--- src/rtl/isq_pkg.sv ---
// Shared issue-queue definitions: dispatch payload layout and the wrap-aware age compare
// used by the issue queue, ROB and flush logic.
package isq_pkg;

    localparam int ISQ_ID_WIDTH   = 7;
    localparam int ISQ_PREG_WIDTH = 6;

    // Dispatch payload layout, LSB first; 248 bits in total
    localparam int ISQ_PL_ID_LSB   = 0;
    localparam int ISQ_PL_PC_LSB   = ISQ_PL_ID_LSB + ISQ_ID_WIDTH;
    localparam int ISQ_PL_PC_W     = 64;
    localparam int ISQ_PL_PRS1_LSB = ISQ_PL_PC_LSB + ISQ_PL_PC_W;
    localparam int ISQ_PL_PRS2_LSB = ISQ_PL_PRS1_LSB + ISQ_PREG_WIDTH;
    localparam int ISQ_PL_PRD_LSB  = ISQ_PL_PRS2_LSB + ISQ_PREG_WIDTH;
    localparam int ISQ_PL_IMM_LSB  = ISQ_PL_PRD_LSB + ISQ_PREG_WIDTH;
    localparam int ISQ_PL_IMM_W    = 64;
    localparam int ISQ_PL_CTRL_LSB = ISQ_PL_IMM_LSB + ISQ_PL_IMM_W;
    localparam int ISQ_PL_CTRL_W   = 95;
    localparam int ISQ_PL_WIDTH    = ISQ_PL_CTRL_LSB + ISQ_PL_CTRL_W;

    // IDs live on a circle: a flipped MSB means the other ID has wrapped past it
    function automatic logic is_older(input logic [ISQ_ID_WIDTH-1:0] a,
                                      input logic [ISQ_ID_WIDTH-1:0] b);
        if (a[ISQ_ID_WIDTH-1] == b[ISQ_ID_WIDTH-1])
            return a[ISQ_ID_WIDTH-2:0] < b[ISQ_ID_WIDTH-2:0];
        else
            return a[ISQ_ID_WIDTH-2:0] > b[ISQ_ID_WIDTH-2:0];
    endfunction

endpackage

--- src/rtl/isq_age_select.sv ---
// Combinational oldest-ready picker: an entry wins when it is older than every other ready entry.
module isq_age_select
    import isq_pkg::*;
#(
    parameter int DEPTH     = 8,
    parameter int DEPTH_LOG = 3,
    parameter int ID_WIDTH  = ISQ_ID_WIDTH
) (
    input  logic [DEPTH-1:0]               ready,
    input  logic [DEPTH-1:0][ID_WIDTH-1:0] ids,
    output logic [DEPTH-1:0]               grant,
    output logic [DEPTH_LOG-1:0]           grant_idx,
    output logic                           any_ready
);

    always_comb begin
        grant = '0;
        for (int i = 0; i < DEPTH; i++) begin
            grant[i] = ready[i];
            for (int j = 0; j < DEPTH; j++)
                if (j != i && ready[j] && !is_older(ids[i], ids[j]))
                    grant[i] = 1'b0;
        end
    end

    always_comb begin
        grant_idx = '0;
        for (int i = 0; i < DEPTH; i++)
            if (grant[i])
                grant_idx = grant_idx | DEPTH_LOG'(i);
    end

    assign any_ready = |ready;

endmodule

--- src/rtl/issue_queue_age.sv ---
// Age-ordered out-of-order issue queue with tag-broadcast wakeup, registered output and ID flush.
// Optional ISQ_PERF_CNT_EN adds issue / full-cycle / flush-kill performance counters.
module issue_queue_age
    import isq_pkg::*;
#(
    parameter int DEPTH      = 8,
    parameter int DEPTH_LOG  = 3,
    parameter int DATA_WIDTH = 248,
    parameter int PREG_WIDTH = 6,
    parameter int ID_WIDTH   = ISQ_ID_WIDTH,
    parameter int WAKE_PORTS = 2
) (
    input  logic                             clock,
    input  logic                             reset,
    input  logic                             wr_valid,
    output logic                             wr_ready,
    input  logic [DATA_WIDTH-1:0]            wr_data,
    input  logic [ID_WIDTH-1:0]              wr_id,
    input  logic [PREG_WIDTH-1:0]            wr_prs1,
    input  logic [PREG_WIDTH-1:0]            wr_prs2,
    input  logic                             wr_rs1_sleep,
    input  logic                             wr_rs2_sleep,
    input  logic [WAKE_PORTS-1:0]            wake_valid,
    input  logic [WAKE_PORTS*PREG_WIDTH-1:0] wake_preg,
    output logic                             out_valid,
    input  logic                             out_ready,
    output logic [DATA_WIDTH-1:0]            out_data,
    output logic [ID_WIDTH-1:0]              out_id,
    input  logic                             flush_valid,
    input  logic [ID_WIDTH-1:0]              flush_id,
    output logic [DEPTH_LOG:0]               count,
    output logic                             full,
    output logic                             empty
`ifdef ISQ_PERF_CNT_EN
    ,
    output logic [31:0]                      perf_issue_cnt,
    output logic [31:0]                      perf_full_cyc,
    output logic [31:0]                      perf_flush_kill
`endif
);

    logic [DEPTH-1:0]                 valid, sleep1, sleep2;
    logic [DEPTH-1:0][PREG_WIDTH-1:0] prs1, prs2;
    logic [DEPTH-1:0][ID_WIDTH-1:0]   ids;
    logic [DEPTH-1:0][DATA_WIDTH-1:0] data;

    logic [DEPTH-1:0]     wake1, wake2, ready, grant, kill, alloc;
    logic                 wr_wake1, wr_wake2;
    logic [DEPTH_LOG-1:0] grant_idx;
    logic                 any_ready, fire, load, out_kill;

    // All wakeup ports are matched in parallel, including against the incoming write
    always_comb begin
        logic [PREG_WIDTH-1:0] tag;
        tag      = '0;
        wake1    = '0;
        wake2    = '0;
        wr_wake1 = 1'b0;
        wr_wake2 = 1'b0;
        for (int k = 0; k < WAKE_PORTS; k++) begin
            tag = wake_preg[k*PREG_WIDTH +: PREG_WIDTH];
            if (wake_valid[k]) begin
                if (wr_prs1 == tag) wr_wake1 = 1'b1;
                if (wr_prs2 == tag) wr_wake2 = 1'b1;
                for (int i = 0; i < DEPTH; i++) begin
                    if (prs1[i] == tag) wake1[i] = 1'b1;
                    if (prs2[i] == tag) wake2[i] = 1'b1;
                end
            end
        end
    end

    always_comb begin
        alloc = '0;
        count = '0;
        kill  = '0;
        for (int i = DEPTH-1; i >= 0; i--) begin
            if (!valid[i]) begin
                alloc    = '0;
                alloc[i] = 1'b1;
            end
            count   = count + (DEPTH_LOG+1)'(valid[i]);
            kill[i] = flush_valid && !is_older(ids[i], flush_id);
        end
    end

    assign ready     = valid & ~sleep1 & ~sleep2;
    assign out_kill  = flush_valid && !is_older(out_id, flush_id);
    assign full      = (count == (DEPTH_LOG+1)'(DEPTH));
    assign empty     = (count == '0) && !out_valid;
    assign wr_ready  = !full;
    assign fire      = wr_valid && wr_ready && !flush_valid;
    assign load      = (!out_valid || out_ready) && any_ready && !flush_valid;

    isq_age_select #(
        .DEPTH     (DEPTH),
        .DEPTH_LOG (DEPTH_LOG),
        .ID_WIDTH  (ID_WIDTH)
    ) u_select (
        .ready     (ready),
        .ids       (ids),
        .grant     (grant),
        .grant_idx (grant_idx),
        .any_ready (any_ready)
    );

    always_ff @(posedge clock) begin
        if (reset)
            valid <= '0;
        else if (flush_valid)
            valid <= valid & ~kill;
        else
            valid <= (valid & ~(load ? grant : '0)) | (fire ? alloc : '0);
    end

    // Entry contents need no reset; valid alone qualifies them
    always_ff @(posedge clock) begin
        for (int i = 0; i < DEPTH; i++) begin
            if (fire && alloc[i]) begin
                ids[i]    <= wr_id;
                data[i]   <= wr_data;
                prs1[i]   <= wr_prs1;
                prs2[i]   <= wr_prs2;
                sleep1[i] <= wr_rs1_sleep && !wr_wake1;
                sleep2[i] <= wr_rs2_sleep && !wr_wake2;
            end else begin
                sleep1[i] <= sleep1[i] && !wake1[i];
                sleep2[i] <= sleep2[i] && !wake2[i];
            end
        end
    end

    always_ff @(posedge clock) begin
        if (reset) begin
            out_valid <= 1'b0;
            out_data  <= '0;
            out_id    <= '0;
        end else if (flush_valid) begin
            if (out_kill) begin
                out_valid <= 1'b0;
                out_data  <= '0;
                out_id    <= '0;
            end
        end else if (load) begin
            out_valid <= 1'b1;
            out_data  <= data[grant_idx];
            out_id    <= ids[grant_idx];
        end else if (out_ready) begin
            out_valid <= 1'b0;
        end
    end

`ifdef ISQ_PERF_CNT_EN
    logic [31:0] kill_cnt;

    always_comb begin
        kill_cnt = 32'(out_valid && out_kill);
        for (int i = 0; i < DEPTH; i++)
            kill_cnt = kill_cnt + 32'(valid[i] && kill[i]);
    end

    always_ff @(posedge clock) begin
        if (reset) begin
            perf_issue_cnt  <= '0;
            perf_full_cyc   <= '0;
            perf_flush_kill <= '0;
        end else begin
            perf_issue_cnt  <= perf_issue_cnt + 32'(load);
            perf_full_cyc   <= perf_full_cyc + 32'(full);
            perf_flush_kill <= perf_flush_kill + kill_cnt;
        end
    end
`endif

endmodule

--- config.mk ---
export PLATFORM = sky130hd
export DESIGN_NAME = issue_queue_age
export DESIGN_NICKNAME = d
export VERILOG_FILES = /design/src/rtl/isq_pkg.sv /design/src/rtl/isq_age_select.sv /design/src/rtl/issue_queue_age.sv
export SDC_FILE = /design/constraint.sdc
export NUM_CORES = 2
export LEC_CHECK = 0
export BUFFER_PORTS_ARGS = -buffer_cell sky130_fd_sc_hd__buf_2
export CAP_MARGIN = 20
export CORE_AREA = 5 5 480 482
export CTS_BUF_LIST = sky130_fd_sc_hd__clkbuf_8
export DETAILED_ROUTE_END_ITERATION = 10
export DIE_AREA = 0 0 485 487
export PLACE_DENSITY = 0.69
export SETUP_SLACK_MARGIN = 0.5
export SYNTH_ARGS = -nofsm -noshare
export SYNTH_HDL_FRONTEND = slang
export SYNTH_SLANG_ARGS = --single-unit
--- constraint.sdc ---
create_clock -name clock -period 103.8 [get_ports clock]
set_input_delay 20.76 -clock clock [delete_from_list [all_inputs] [get_ports clock]]
set_output_delay 20.76 -clock clock [all_outputs]
set_load 0.005 [all_outputs]
==> impl_metrics.ini <==
[run_status]
status = finished, final reports clean

[detailed_routing]
drt_iter0_markers = 7206
wl_per_cell_um = 25.89
dr.pass1.iters = 6
avgViaCountPerCell = 6.058
vias = 67910
detail-route-antenna-nets = 0
drc = 0
wl_um = 290200

[final_layout]
layout.nets = 8337
drive_gt1_share_pct = 17.82
fillCellCount = 19020
mostFrequentLayoutCells = edfxtp_1, a21oi_1, o21ai_0, nand3_1, buf_2
design_area_sq_um = 113900
syn_to_final_growth_pct = 12.73
final_common_cell = edfxtp_1

[die]
dieWidth_um = 485
std_cell_rows = 175
ioPinCount = 558
start_util_pct = 44.72
core_sq_um = 226000
dieArea_sq_um = 236200
die_y_um = 487

[timing]
hold_violations = 0
fin_worst_skew_ns = 0.1162
final_max_slew_viol_count = 0
fin_crit_ns = 25.37
finalSetupTns_ns = 0
tightest_slew_ns = 1.208
max_freq_mhz = 39.41
maxSlewHeadroom_pct = 19.46
setup_viol = 0
post-route-period-util_pct = 24.45
timing.hold.ws_ns = 0.5007
rsz0062_at_grt = no

[cts]
hold_buffers = 0
htreeDepth = 5
ctsResizeCount = 0
cts_tree = built
clock-sinks = 2416
clk_latency_ns = 1.11
clk_path_buf_depth = 4
cts_setup_buffers = 0
cts_root_buf = clkbuf_8
clk_pin_slew_worst_paths_ns = 0.08
cts_buffers = 393

[yosys]
syn_inst = 7309
synth_adder_area_share_pct = 2.877
synthFlopType = edfxtp_1
synth_top_family_by_area = compound AO/OA/AOI/OAI gates
syn_area_per_cell_sq_um = 13.83
yosysSeqAreaShare_pct = 69.01
synth_mux_area_share_pct = 3.770
synth-simple-area-share_pct = 7.634
yosysWarnings = 0
synth_cell_types = 75
ys_seq_elements = 2416
yosys.area_share.xor_xnor_pct = 2.243
syn_area_sq_um = 101100
synth.net_count = 7834
synth-async-reset-ratio_pct = 0
synth_edf_count = 2136
synth_compound_area_share_pct = 11.86

[run]
maxCapViolations = 0

[placed_design]
placed_cell_area_sq_um = 106400
hpwlAfterDp_um = 158100
io_buffers = 557
gp_congestion = 0.9463

[grt]
grt_usage_pct = 23.61
grt_pass1_wl_um = 429200
overflow = 0
first_global_vias = 66660
grt_max_degree = 184
antenna_found_initial = 86

[worst_setup_path]
cp.arrival_ns = 4.61
endpoint_kind = output pin
cp.required_ns = 83.04
cp_max_fo = 8
crit_type = register to output pin
start_kind = register
r2r_slack_ns = 95.36

[power]
p_per_area_nw_per_um2 = 16.77
ir_drop_v = 0.00001368
power_leakage_uw = 0.04202

[worst_hold_path]
min_path_type = register to register
-- report_power, final --
group | total, uW | internal, uW | switching (uW)
clock network | 777 | 405 | 372
registers | 1070 | 1070 | 5.03
logic | 60.5 | 20.7 | 39.8
-- kinds of logic after synthesis --
family,count (synthesis)
compound gates,2099
fa+ha+maj,230
mux,275
buf+inv,639
simple gates,1392
xor+xnor,258
flops,2416
-- routing by layer --
metal  GRT usage, %  vias up  share of wire [%]
li1               -    29520                  -
met2          36.75     3561                 46
met5              0        -              0.072
met1          31.96    34120                 40
met4          9.410       30                3.8
met3          5.901      680                9.8
-- synth_stat cells, drive strengths merged (6+ instances only) --
| cell | n | area, sq um |
|---|---|---|
| nor3 | 13 | 70.07 |
| or3 | 9 | 61.31 |
| xor2 | 132 | 1156 |
| or4 | 258 | 1944 |
| a22o | 257 | 2251 |
| nand4 | 60 | 375.4 |
| o22ai | 6 | 37.54 |
| a211oi | 12 | 90.09 |
| o211ai | 16 | 120.1 |
| nand3 | 790 | 3954 |
| o31ai | 21 | 157.7 |
| xnor2 | 126 | 1111 |
| buf | 100 | 604.3 |
| dfxtp | 280 | 5605 |
| nor2 | 60 | 225.2 |
| ha | 226 | 2828 |
| o21bai | 6 | 45.04 |
| o21ai | 815 | 4079 |
| inv | 88 | 330.3 |
| nand2 | 99 | 371.6 |
| a31oi | 13 | 81.33 |
| mux2i | 21 | 210.2 |
| clkbuf | 451 | 1693 |
| a21oi | 846 | 4234 |
| edfxtp | 2136 | 64140 |
| a21o | 23 | 172.7 |
| a2111oi | 6 | 58.80 |
| o41ai | 18 | 157.7 |
| a221oi | 10 | 93.84 |
| nor4 | 26 | 162.7 |
| nand2b | 15 | 93.84 |
| nor2b | 23 | 143.9 |
| o21a | 19 | 142.6 |
| mux2 | 254 | 3600 |
| and3 | 7 | 43.79 |
| and4 | 11 | 96.34 |
-- through the flow --
step / std cells / worst slack, ns / utilization [%] / power, uW
floorplan: 7309 / 54.82 / - / 1122
global placement: 10430 / 78.57 / 47.07 / 1151
detailed placement: 10430 / 78.50 / 47.07 / 1153
CTS: 11140 / 78.34 / 50.34 / 1925
global route: 11170 / 78.24 / 50.37 / 1976
finish: 11210 / 78.43 / 50.42 / 1910
-- registers in the layout, indices dropped and copies added, names as in the netlist --
signal and count:
prs2 48, sleep2 8, prs1 48, data 1984
valid 8, sleep1 8, out_valid 1, out_id 7
ids 56, out_data 248
-- cell type report --
| type | count | area, sq um | share of cell area [%] |
|---|---|---|---|
| clock inverter | 270 | 1335 | 1.172 |
| timing repair buffer | 659 | 3704 | 3.251 |
| sequential | 2416 | 69750 | 61.22 |
| clock buffer | 440 | 6056 | 5.315 |
| inverter | 88 | 337.8 | 0.2965 |
| tap | 3009 | 3765 | 3.305 |
| antenna | 74 | 185.2 | 0.1625 |
| multi-input combinational | 4254 | 28800 | 25.28 |
-- worst max-delay path, cell delays in order (launching register included) --
cell     delay [ns]
dfxtp_1        0.66
fa_1           0.49
inv_1          0.08
fa_1           0.43
fa_1           0.52
inv_1          0.06
ha_1           0.21
fa_1           0.47
xor2_1         0.17
nor4b_1        0.25
buf_2          0.17
-- path summary, 6_finish.rpt --
check,start,to,cells past startpoint
setup / recovery,valid[0]$_SDFF_PP0_,empty,10
hold / removal,sleep2[6]$_DFF_P_,sleep2[6]$_DFF_P_,2
setup reg to reg,ids[10]$_DFFE_PP_,out_data[117]$_SDFFE_PP0P_,16
hold reg to reg,sleep2[6]$_DFF_P_,sleep2[6]$_DFF_P_,2
(Power assumes the default switching activity.)
